`src/rtl/jtag_mem_sequencer_pkg.sv`:
```
`default_nettype none
// ============================================================================
// Module      : jtag_mem_sequencer_pkg
// Description : Shared constants, flag bit indices, state encoding and
//               status-word field offsets for the JTAG memory sequencer.
// Revision    : 1.0 - initial release
// ============================================================================
package jtag_mem_sequencer_pkg;

  // Width of the JTAG data/address/flags registers
  localparam int DR_LENGTH = 32;

  // Bit positions inside the JTAG flags word
  localparam int FLAG_WR_TOG  = 0;
  localparam int FLAG_RD_TOG  = 1;
  localparam int FLAG_AUTOINC = 2;
  localparam int FLAG_CLR_ERR = 3;

  // Sequencer states
  typedef enum logic [1:0] {
    ST_IDLE = 2'b00,
    ST_WR   = 2'b01,
    ST_RD   = 2'b10
  } state_t;

  // Field offsets inside the status word
  localparam int STAT_BUSY     = 0;
  localparam int STAT_PENDING  = 1;
  localparam int STAT_ERROR    = 2;
  localparam int STAT_RD_COUNT = 16;
  localparam int STAT_WR_COUNT = 24;

  // Word loaded into rdata_out when a read is abandoned on timeout
  localparam logic [31:0] TIMEOUT_RD_PATTERN = 32'hDEAD_BEEF;

endpackage
`default_nettype wire

```
`src/rtl/jtag_toggle_sync.sv`:
```
`default_nettype none
// ============================================================================
// Module      : jtag_toggle_sync
// Description : Resynchronises a TCK-domain command toggle into the core
//               clock domain and emits a one-cycle pulse per toggle edge.
// Revision    : 1.0 - initial release
// ============================================================================
module jtag_toggle_sync #(
  parameter int SYNC_STAGES = 2
) (
  input  logic clk,
  input  logic reset,
  input  logic tog,
  output logic pulse
);

  logic [SYNC_STAGES-1:0] chain;
  logic                   last_seen;

  // Shift the toggle through the flop chain and remember the last settled value
  always_ff @(posedge clk) begin
    if (reset) begin
      chain     <= '0;
      last_seen <= 1'b0;
    end else begin
      chain     <= {chain[SYNC_STAGES-2:0], tog};
      last_seen <= chain[SYNC_STAGES-1];
    end
  end

  // Any difference between the settled value and the last-seen copy is a new command
  assign pulse = chain[SYNC_STAGES-1] ^ last_seen;

endmodule
`default_nettype wire

```
`src/rtl/jtag_mem_sequencer.sv`:
```
`default_nettype none
// ============================================================================
// Module      : jtag_mem_sequencer
// Description : Turns JTAG host commands (toggles in the flags word) into
//               single-word memory requests, with optional address
//               auto-increment, and reports read data and status back.
//               Optional macro JTAG_SEQ_TIMEOUT_EN adds a 16-bit request
//               timeout that abandons an unacknowledged access.
// Revision    : 1.0 - initial release
// ============================================================================
module jtag_mem_sequencer
  import jtag_mem_sequencer_pkg::*;
#(
  parameter int DR_LEN      = DR_LENGTH,
  parameter int ADDR_INC    = 4,
  parameter int SYNC_STAGES = 2
) (
  input  logic              clk,
  input  logic              reset,
  input  logic [DR_LEN-1:0] jtag_flags,
  input  logic [DR_LEN-1:0] jtag_raddr,
  input  logic [DR_LEN-1:0] jtag_waddr,
  input  logic [DR_LEN-1:0] jtag_wdata,
  output logic              mem_req,
  output logic              mem_we,
  output logic [DR_LEN-1:0] mem_addr,
  output logic [DR_LEN-1:0] mem_wdata,
  input  logic              mem_ack,
  input  logic [DR_LEN-1:0] mem_rdata,
  output logic [DR_LEN-1:0] rdata_out,
  output logic [DR_LEN-1:0] status_out,
  output logic              busy
);

  state_t            state, next_state;
  logic              wr_pulse, rd_pulse;
  logic              wr_pending, rd_pending, error;
  logic [7:0]        wr_count, rd_count;
  logic [DR_LEN-1:0] wptr, rptr, wshadow, rshadow;
  logic [DR_LEN-1:0] wr_addr_sel, rd_addr_sel;
  logic [SYNC_STAGES-1:0] clr_sync;
  logic              autoinc, abandon;
  logic              wr_issue, rd_issue, wr_done, rd_done, wr_clear, rd_clear;
  logic              overrun;
  logic              unused_flags;

  assign unused_flags = ^jtag_flags[DR_LEN-1:4];

  jtag_toggle_sync #(.SYNC_STAGES(SYNC_STAGES)) u_wr_sync (
    .clk   (clk),
    .reset (reset),
    .tog   (jtag_flags[FLAG_WR_TOG]),
    .pulse (wr_pulse)
  );

  jtag_toggle_sync #(.SYNC_STAGES(SYNC_STAGES)) u_rd_sync (
    .clk   (clk),
    .reset (reset),
    .tog   (jtag_flags[FLAG_RD_TOG]),
    .pulse (rd_pulse)
  );

  // Level synchroniser for the clear-error flag
  always_ff @(posedge clk) begin
    if (reset) clr_sync <= '0;
    else       clr_sync <= {clr_sync[SYNC_STAGES-2:0], jtag_flags[FLAG_CLR_ERR]};
  end

  assign autoinc  = jtag_flags[FLAG_AUTOINC];
  assign wr_issue = (state == ST_IDLE) && wr_pending;
  assign rd_issue = (state == ST_IDLE) && !wr_pending && rd_pending;
  assign wr_done  = (state == ST_WR) && mem_ack;
  assign rd_done  = (state == ST_RD) && mem_ack;
  assign wr_clear = (state == ST_WR) && (mem_ack || abandon);
  assign rd_clear = (state == ST_RD) && (mem_ack || abandon);
  assign overrun  = (wr_pulse && wr_pending && !wr_clear) ||
                    (rd_pulse && rd_pending && !rd_clear);

  // A changed bus (or no auto-increment) reloads the pointer; otherwise keep walking
  assign wr_addr_sel = ((jtag_waddr != wshadow) || !autoinc) ? jtag_waddr : wptr;
  assign rd_addr_sel = ((jtag_raddr != rshadow) || !autoinc) ? jtag_raddr : rptr;

`ifdef JTAG_SEQ_TIMEOUT_EN
  logic [15:0] timer;

  // Count cycles spent waiting for an acknowledge; cleared whenever idle
  always_ff @(posedge clk) begin
    if (reset || state == ST_IDLE) timer <= '0;
    else                           timer <= timer + 16'd1;
  end

  assign abandon = (state != ST_IDLE) && (timer == 16'hFFFF) && !mem_ack;
`else
  assign abandon = 1'b0;
`endif

  // State register
  always_ff @(posedge clk) begin
    if (reset) state <= ST_IDLE;
    else       state <= next_state;
  end

  // Next-state logic: writes win over reads when both are pending
  always_comb begin
    next_state = state;
    case (state)
      ST_IDLE: begin
        if (wr_pending)      next_state = ST_WR;
        else if (rd_pending) next_state = ST_RD;
      end
      ST_WR, ST_RD: begin
        if (mem_ack || abandon) next_state = ST_IDLE;
      end
      default: next_state = ST_IDLE;
    endcase
  end

  assign mem_req = (state != ST_IDLE);
  assign mem_we  = (state == ST_WR);
  assign busy    = (state != ST_IDLE);

  // Capture request address/data at issue and advance pointers on completion
  always_ff @(posedge clk) begin
    if (reset) begin
      mem_addr  <= '0;
      mem_wdata <= '0;
      wptr      <= '0;
      rptr      <= '0;
      wshadow   <= '0;
      rshadow   <= '0;
    end else begin
      if (wr_issue) begin
        mem_addr  <= wr_addr_sel;
        mem_wdata <= jtag_wdata;
        wptr      <= wr_addr_sel;
        wshadow   <= jtag_waddr;
      end else if (rd_issue) begin
        mem_addr  <= rd_addr_sel;
        rptr      <= rd_addr_sel;
        rshadow   <= jtag_raddr;
      end
      if (wr_done && autoinc) wptr <= wptr + DR_LEN'(ADDR_INC);
      if (rd_done && autoinc) rptr <= rptr + DR_LEN'(ADDR_INC);
    end
  end

  // Pending flags, sticky error, counters and read-data capture
  always_ff @(posedge clk) begin
    if (reset) begin
      wr_pending <= 1'b0;
      rd_pending <= 1'b0;
      error      <= 1'b0;
      wr_count   <= '0;
      rd_count   <= '0;
      rdata_out  <= '0;
    end else begin
      if (wr_pulse)      wr_pending <= 1'b1;
      else if (wr_clear) wr_pending <= 1'b0;
      if (rd_pulse)      rd_pending <= 1'b1;
      else if (rd_clear) rd_pending <= 1'b0;

      if (overrun || abandon)          error <= 1'b1;
      else if (clr_sync[SYNC_STAGES-1]) error <= 1'b0;

      if (wr_done) wr_count <= wr_count + 8'd1;
      if (rd_done) begin
        rd_count  <= rd_count + 8'd1;
        rdata_out <= mem_rdata;
      end else if ((state == ST_RD) && abandon) begin
        rdata_out <= DR_LEN'(TIMEOUT_RD_PATTERN);
      end
    end
  end

  // Assemble the status word
  always_comb begin
    status_out                        = '0;
    status_out[STAT_BUSY]             = busy;
    status_out[STAT_PENDING]          = wr_pending | rd_pending;
    status_out[STAT_ERROR]            = error;
    status_out[STAT_RD_COUNT +: 8]    = rd_count;
    status_out[STAT_WR_COUNT +: 8]    = wr_count;
  end

endmodule
`default_nettype wire

```
`config.mk`:
```
export PLATFORM = sky130hd
export DESIGN_NAME = jtag_mem_sequencer
export DESIGN_NICKNAME = d
export VERILOG_FILES = /design/src/rtl/jtag_mem_sequencer_pkg.sv /design/src/rtl/jtag_toggle_sync.sv /design/src/rtl/jtag_mem_sequencer.sv
export SDC_FILE = /design/constraint.sdc
export NUM_CORES = 1
export LEC_CHECK = 0
export CAP_MARGIN = 20
export CORE_MARGIN = 2
export CORE_UTILIZATION = 60
export CTS_BUF_LIST = sky130_fd_sc_hd__clkbuf_2
export CTS_CLUSTER_DIAMETER = 150
export DETAILED_ROUTE_END_ITERATION = 12
export DONT_BUFFER_PORTS = 1
export PLACE_DENSITY_LB_ADDON = 0.3
export SLEW_MARGIN = 20
export SYNTH_ARGS = -nofsm -noshare
export SYNTH_HDL_FRONTEND = slang
export SYNTH_SLANG_ARGS = --single-unit
```
`constraint.sdc`:
```
create_clock -name clk -period 4.35 [get_ports clk]
set_input_delay 0.87 -clock clk [delete_from_list [all_inputs] [get_ports clk]]
set_output_delay 0.87 -clock clk [all_outputs]
set_load 0.05 [all_outputs]
```
-- Word-level counts from Yosys, hierarchy flattened
Index checks and enable logic that the tools add are counted.
- register bits: 253
- word-level logic and storage cells: 81
- equality and inequality tests: 7
- bitwise logic cells: 4
- add/sub/neg operators: 4
- reduce and logical (&&, ||, !) cells: 30
- multiplexer cells: 18
- operators by type and width (operator ; count):
    2-to-1 mux 32 bit ; 8
    adder 32 x 3 -> 32 bit, second input constant ; 2
    != test 32 bit ; 2
    adder 8 x 1 -> 8 bit, second input constant ; 2
    nonzero test 2 bit ; 7
    logical AND 1 bit ; 11
    2-to-1 mux 1 bit ; 6
    2-to-1 mux 2 bit ; 3
    AND reduction 2 bit ; 3
    zero test 1 bit ; 4
    case mux 2 bit (2 select lines) ; 1
    logical OR 1 bit ; 3
    != test 3 bit, second input constant ; 1
    equality test 2 x 1 -> 1 bit, second input constant ; 1
    equality test 2 bit, second input constant ; 1
    zero test 2 bit ; 1
    != test 2 x 1 -> 1 bit, second input constant ; 1
    != test 2 bit, second input constant ; 1
    OR reduction 2 bit ; 1
    XOR 1 bit ; 2
    inverter 1 bit ; 1
    OR 1 bit ; 1

-- Logic depth before layout (Yosys ltp)
Gate-level depths: netlist (run 1).
- word-level depth: 6
- gate-level depth with buffers: 10
- depth with buffers taken out: 8

-- Modules after synthesis
From an unflattened synthesis (run 1), not the netlist that was laid out.
- cells, all modules: 1454
- area, all modules: 11855.1 um^2
- by module, submodules not included (module ; sequential area each (um^2) ; area an instance (um^2) ; cells each ; times used):
    jtag_mem_sequencer ; 4944.7 ; 11680.0 ; 1440 ; 1
    jtag_toggle_sync ; 60.1 ; 87.6 ; 7 ; 2

-- Least setup slack after synthesis (run 1)
Ideal clock, no wire load.
- path kind: input to register
- start: input jtag_raddr[28]
- end: register mem_addr[9]
- path buffers: 2
- setup time: 0.095 ns
- setup slack: 1.669 ns
- data arrival time: 2.585 ns
- stages: 8
- path through: xor2_1 -> or4_1 -> nor4b_2 -> nand3_1 -> buf_4 -> buf_6 -> mux2i_1 -> a221oi_1
- word-level cells in the longest chain between the ends: 5
- ends and longest elaborated chain (item ; line ; RTL):
    start: declaration ; jtag_mem_sequencer.sv:21 ; input logic [DR_LEN-1:0] jtag_raddr,
    != test 32 bit ; jtag_mem_sequencer.sv:81 ; assign rd_addr_sel = ((jtag_raddr != rshadow) || !autoinc) ? jtag_raddr : rptr;
    logical OR 1 bit ; jtag_mem_sequencer.sv:81 ;
    2-to-1 mux 32 bit ; jtag_mem_sequencer.sv:81 ;
    2-to-1 mux 32 bit ; jtag_mem_sequencer.sv:137 ; end else if (rd_issue) begin
    2-to-1 mux 32 bit ; jtag_mem_sequencer.sv:132 ; if (wr_issue) begin
    end signal: assignment ; jtag_mem_sequencer.sv:133 ; mem_addr <= wr_addr_sel;
    end signal: assignment ; jtag_mem_sequencer.sv:138 ; mem_addr <= rd_addr_sel;
    end: declaration ; jtag_mem_sequencer.sv:26 ; output logic [DR_LEN-1:0] mem_addr,
Every way passes these cells. The select of a mux whose other input is x is not followed.
A chain may end at the register's enable or synchronous reset.

-- Final worst setup path (run 1)
- start: register state[1]
- end: register wptr[30]
- word-level cells in the longest chain between the ends: 4
- elaborated cells on any way between the ends: 7
- those cells by class: eq/ne (1); mux (1); reduce/logical (5)
- ends and longest elaborated chain (item ; line ; RTL):
    start: declaration ; jtag_mem_sequencer.sv:35 ; state_t state, next_state;
    start signal: assignment ; jtag_mem_sequencer.sv:100 ; else state <= next_state;
    equality test 2 x 1 -> 1 bit (*) ; -- ;
    named net mem_we ; jtag_mem_sequencer.sv:25 ; output logic mem_we,
    logical AND 1 bit (*) ; jtag_mem_sequencer.sv:72 ; assign wr_done = (state == ST_WR) && mem_ack;
    logical AND 1 bit (*) ; jtag_mem_sequencer.sv:142 ; if (wr_done && autoinc) wptr <= wptr + DR_LEN'(ADDR_INC);
    2-to-1 mux 32 bit / nonzero test 2 bit (equally long branches) ; -- ;
    end signal: assignment ; jtag_mem_sequencer.sv:135 ; wptr <= wr_addr_sel;
    end signal: assignment ; jtag_mem_sequencer.sv:142 ;
    end: declaration ; jtag_mem_sequencer.sv:39 ; logic [DR_LEN-1:0] wptr, rptr, wshadow, rshadow;
Mark *: on every way through the listed nets, which the timed path passes. The rest lies on a longest branch.

==> flow_summary.ini, run 1 <==
[drt]
viasPerCell = 6.04
route.vias.total = 10500
ant_nets = 0
drt-initial-drc-count = 952
drc_errors = 0
wirelength_um = 31400
detail_route.wl_per_cell_um = 18.0
drt_first_pass_iters = 5

[floorplan]
core-area_um2 = 19500
die_x_um = 145
die_y_um = 145
ios = 294
start_util_pct = 61.1
die_area_um2 = 21000
num_rows = 51

[synth]
synthTopCellsByArea = dfxtp_1 43%, nand2_1 10%, a21oi_1 7.2%
synthXorXnorAreaFrac_pct = 5.82
synthCells = 1453
synthArstFlopShare_pct = 0
synth_area_per_cell_um2 = 8.19
ys_warn_count = 0
seq_area_frac_synth_pct = 42.6
synth_mux_area_share_pct = 6.43
synth_compound_area_share_pct = 18.0
synth_top_family_by_area = simple AND/OR/NAND/NOR gates
synth-edff-count = 0
synth_top_area_share_pct = 42.6
synth-seq-cells = 253
synthSimpleGateAreaFrac_pct = 21.6
syn_area_um2 = 11900
synth-main-ff-cell = dfxtp_1
synth.distinct_cells = 65
synth_fa_ha_area_share_pct = 0.736
yosys.area.top_type = dfxtp_1

[clocking]
clock_latency_ns = 0.82
cts.sinks = 253
cts-root-buf = clkbuf_2
cts_tree = built
cts_hold_buffers = 0
clockBufferDepth = 3
cts_resized = 0
cts_buffers = 68
clkTransAtPathRegs_ns = 0.10
cts_setup_buffers = 0
ctsHtreeMaxLevel = 3

[critical_path]
cp_data_required_time_ns = 5.06
crit_start = state[1]$_SDFFE_PP0P_
worstPathArrival_ns = 3.72
startpoint_type = flip-flop
crit_path_end_kind = flip-flop
r2r_cells = 8
endpoint = wptr[30]$_SDFFE_PP0P_
rrSetupSlack_ns = 1.34
crit_fanout = 8
path_class = flip-flop to flip-flop
r2r_start = state[1]$_SDFFE_PP0P_
regToRegEndpoint = wptr[30]$_SDFFE_PP0P_

[timing]
finalHoldViolCount = 0
fin_crit_sh_pct = 69.2
final.min_clock_period_ns = 3.01
hold_slack_ns = 0.171
tightestPinTransition_ns = 0.808
maxSlewViolCount = 0
skew_ns = 0.0619
fmax_ghz = 0.332
setup_viol = 0
slew_headroom_pct = 46.2
setup_tns_ns = 0
rsz0062_at_grt = no
worst_slack_ns = 1.34

[placed_design]
place_ws_ns = 1.00
port_buffers = 0
gp_congestion = 0.875
hpwl_um = 21300

[power]
power_leakage_uw = 0.00473
power.density_nw_per_um2 = 405
ir_drop_mv = 0.197

[grt]
antenna_found_initial = 1
grt_max_degree = 219
grt_pass1_vias = 9358
grt_pass1_wl_um = 48100
grt-ovfl-total = 0
grt.total_usage_pct = 28.7

[finish]
mostFrequentLayoutCell = nand2_1
layout.nets = 1606
final_cell_mix = 328 x nand2_1, 253 x dfxtp_1, 170 x a21oi_1
drive_above_1_share_pct = 10.3
nFillCells = 1695
area_growth_pct = 5.04

[hold_path]
hold_start = jtag_raddr[15]
hp-class = input pin to flip-flop

[flow_run]
cap_violations = 0

[outcome]
status = complete, no violations
==> cells by family after synthesis <==
group | after synthesis
XOR/XNOR | 79
AO/OA/AOI/OAI | 354
flip-flops | 253
buffers and inverters | 123
adder cells (fa/ha/maj) | 7
multiplexers | 74
other | 1
AND/OR/NAND/NOR | 562
==> worst max-delay path, stage by stage (launching register included) <==
cell     delay (ns)
dfxtp_1        0.33
inv_1          0.11
ha_1           0.57
and3_1         0.44
nand3_1        0.22
nor4_1         0.68
nand2_1        0.15
mux2_1         0.33
o22ai_1        0.14
==> Yosys cell counts, drive strengths merged, types with 25 or more instances <==
cell type / instances
clkbuf: 64
a21oi: 170
nor2: 49
buf: 50
a31oi: 25
dfxtp: 253
nand4: 28
xor2: 37
mux2i: 55
nand2: 329
o21ai: 52
xnor2: 42
nand3: 40
==> worst min-delay path by stage <==
| stage | slack [ns] | endpoint | depth (start not counted) |
|---|---|---|---|
| 6_report | 0.17 | rshadow[15]$_SDFFE_PP0P_ | 2 |
| 4_1_cts | 0.07 | rshadow[28]$_SDFFE_PP0P_ | 1 |
| 2_1_floorplan | 0.41 | clr_sync[1]$_SDFF_PP0_ | 1 |
| 3_3_place_gp | 0.42 | clr_sync[1]$_SDFF_PP0_ | 1 |
| 5_1_grt | 0.08 | rptr[17]$_SDFFE_PP0P_ | 1 |
| 3_5_place_dp | 0.42 | u_rd_sync.chain[1]$_SDFF_PP0_ | 1 |
==> layout make-up <==
class                      count  area [um2]  area share [%]
clock inverter                20         163            1.30
sequential                   253        5060            40.5
antenna                        1        2.50          0.0200
timing repair buffer          15         113           0.901
inverter                       9        33.8           0.270
multi-input combinational   1089        6320            50.6
tap                          265         332            2.65
clock buffer                  93         465            3.72
==> power breakdown <==
group	internal, uW	leakage [uW]	switching (uW)	total (uW)
combinational	200	0.00221	337	536
sequential	2460	0.00206	345	2800
clock	753	0.000460	974	1730
total	3410	0.00473	1660	5060
==> layer usage <==
layer	vias to the layer above	global-route usage, %	wire length (um)
met5	-	0	0
met4	0	10.2	855
met3	68	8.06	2850
met2	448	44.8	14600
met1	4931	38.1	13100
li1	5099	-	-
==> through the flow <==
stage / utilization (%) / cells / total power (uW) / cell area [um2]
final: 64.2 / 1745 / 5060 / 12500
after global routing: 64.2 / 1745 / 5310 / 12500
after CTS: 64.2 / 1744 / 5100 / 12500
after detailed placement: 61.0 / 1631 / 3390 / 11900
after global placement: 61.0 / 1631 / 3370 / 11900
after floorplan: - / 1465 / 3290 / 11900
==> registers in the layout, indices dropped and copies added, names as in the netlist, 2 cells and up <==
| signal | cells |
|---|---|
| mem_addr | 32 |
| mem_wdata | 32 |
| rdata_out | 32 |
| rptr | 32 |
| rshadow | 32 |
| wptr | 32 |
| wshadow | 32 |
| rd_count | 8 |
| wr_count | 8 |
| clr_sync | 2 |
| state | 2 |
| u_rd_sync.chain | 2 |
| u_wr_sync.chain | 2 |
No activity file was read; power rests on OpenSTA's default activity.
==> run 2: changes to the inputs <==
- clock period: 4.35 -> 2.9 ns (I/O delays scaled with it)
==> flow_summary.ini, run 2 (same netlist as run 1, synthesis figures left out) <==
[outcome]
status = complete, no violations

[power]
power_leakage_uw = 0.00571
internal-power_uw = 5220
power.density_nw_per_um2 = 546
ir_drop_mv = 0.265
switching_power_uw = 2620
clock_power_share_pct = 32.5
comb_power_share_pct = 13.8
power.total_uw = 7840
power_frac_seq_pct = 53.7
switching_share_pct = 33.4

[critical_path]
startpoint_type = flip-flop
r2r_start = rshadow[28]$_SDFFE_PP0P_
crit_fanout = 16
path_class = flip-flop to flip-flop
regToRegEndpoint = rptr[6]$_SDFFE_PP0P_
cpMaxStageDelayCell = or4_1
crit_path_end_kind = flip-flop
cp_data_required_time_ns = 3.66
cp_num_buf_inv = 2
cp.depth = 8
crit_family = simple AND/OR/NAND/NOR gates
critPathMaxStageDelay_ns = 0.58
rrSetupSlack_ns = 0.10
worstPathArrival_ns = 3.55
r2r_cells = 8
path_cells = xor2_1 > or4_1 > nor4b_4 > and3_2 > buf_6 > o211ai_1 > a21oi_1 > dlygate4sd3_1

[floorplan]
die_x_um = 145
start_util_pct = 61.1
die_y_um = 145
core-area_um2 = 19500
ios = 294
die_area_um2 = 21000
num_rows = 51

[placed_design]
place_ws_ns = 0.236
gp_congestion = 0.850
placed_area_um2 = 12000
port_buffers = 0
hpwl_um = 22000

[clocking]
cts_tree = built
cts-root-buf = clkbuf_2
clock_latency_ns = 0.85
clockBufferDepth = 3
cts_buffers = 66
clkTransAtPathRegs_ns = 0.12
cts.sinks = 253
ctsHtreeMaxLevel = 3

[finish]
area_growth_pct = 20.7
postLayoutCellArea_um2 = 14400
nFillCells = 1483
mostFrequentLayoutCell = nand2_1
layout.nets = 1790
final_cell_mix = 327 x nand2_1, 253 x dfxtp_1, 170 x a21oi_1
drive_above_1_share_pct = 10.2

[grt]
grt_max_degree = 153
grt_pass1_wl_um = 55400
grt_pass1_vias = 10900
antenna_found_initial = 1
grt.total_usage_pct = 33.3
grt-ovfl-total = 0

[timing]
slew_headroom_pct = 49.7
fmax_ghz = 0.357
maxSlewViolCount = 0
skew_ns = 0.0574
worst_slack_ns = 0.102
setup_viol = 0
tightestPinTransition_ns = 0.753
final.min_clock_period_ns = 2.80
fin_crit_sh_pct = 96.5
hold_slack_ns = 0.0268
finalHoldViolCount = 0

[drt]
wl_met2_um = 17300
maxUsedRoutingLayer = met4
ant_nets = 0
viasPerCell = 6.09
drt-met1-wl_um = 14600
drc_errors = 0
wirelength_um = 36600
route.vias.total = 11700
drt_first_pass_iters = 6
detail_route.wl_per_cell_um = 19.0
wl_met3_um = 3550
drt-initial-drc-count = 1245

[hold_path]
hold_end = rptr[10]$_SDFFE_PP0P_
hp-class = input pin to flip-flop
hold_start = jtag_raddr[10]
hold_depth = 2

[flow_run]
cap_violations = 0
[run 2: layer usage]
metal	up-vias	GRT usage (%)
met2	649	53.7
met3	88	8.69
met1	5509	42.3
met4	0	14.2
li1	5472	-
met5	-	0
[run 2: how the worst max path moves through the flow]
| stage | from | endpoint | slack [ns] |
|---|---|---|---|
| floorplan | state[1]$_SDFFE_PP0P_ | wptr[27]$_SDFFE_PP0P_ | 0.38 |
| global placement | jtag_raddr[28] | mem_addr[12]$_SDFFE_PP0P_ | 0.29 |
| detailed placement | jtag_raddr[28] | mem_addr[20]$_SDFFE_PP0P_ | 0.24 |
| CTS | state[1]$_SDFFE_PP0P_ | mem_wdata[31]$_SDFFE_PP0P_ | 0.04 |
| global route | rshadow[28]$_SDFFE_PP0P_ | rptr[6]$_SDFFE_PP0P_ | -0.0008 |
| finish | rshadow[28]$_SDFFE_PP0P_ | rptr[6]$_SDFFE_PP0P_ | 0.10 |
[run 2: what timing repair did]
| item | in CTS | in global routing |
|---|---|---|
| buffers inserted | 0 | 1 |
| setup endpoints to repair | 0 | 23 |
| hold buffers | 168 | 0 |
| gates resized for setup | 0 | 14 |
| hold endpoints to repair | 232 | 0 |
[run 2: area by class of cell]
| class | instances | area, um2 | share of cell area (%) |
|---|---|---|---|
| inverters | 9 | 33.8 | 0.235 |
| diodes | 1 | 2.50 | 0.0174 |
| repair buffers | 201 | 1990 | 13.8 |
| clock buffers | 86 | 430 | 3.00 |
| multi-input cells | 1089 | 6350 | 44.2 |
| clock inverters | 21 | 160 | 1.12 |
| flip-flops and latches | 253 | 5060 | 35.3 |
| well taps | 265 | 332 | 2.31 |
[run 2: power by group through the flow]
stage               sequential, uW  clock [uW]  combinational, uW
floorplan                     4210           0                722
CTS                           4200        2590               1050
global placement              4270           0                794
global route                  4230        2750               1180
detailed placement            4280           0                818
finish                        4210        2550               1080
[run 2: worst register-to-register path, delay by kind of cell, from the launching register on]
family                 cells  cell delay [ns]
AND/OR/NAND/NOR            3             1.16
buffers and inverters      2             0.75
flip-flops                 1             0.34
AO/OA/AOI/OAI              2             0.28
XOR/XNOR                   1             0.18
[run 2: metrics by stage]
| stage | utilization [%] | instances | TNS (ns) |
|---|---|---|---|
| 2_1_floorplan | - | 1465 | 0 |
| 3_3_place_gp | 61.7 | 1648 | 0 |
| 3_5_place_dp | 61.7 | 1648 | 0 |
| 4_1_cts | 73.4 | 1923 | 0 |
| 5_1_grt | 73.8 | 1925 | -0.000828 |
| 6_report | 73.8 | 1925 | 0 |
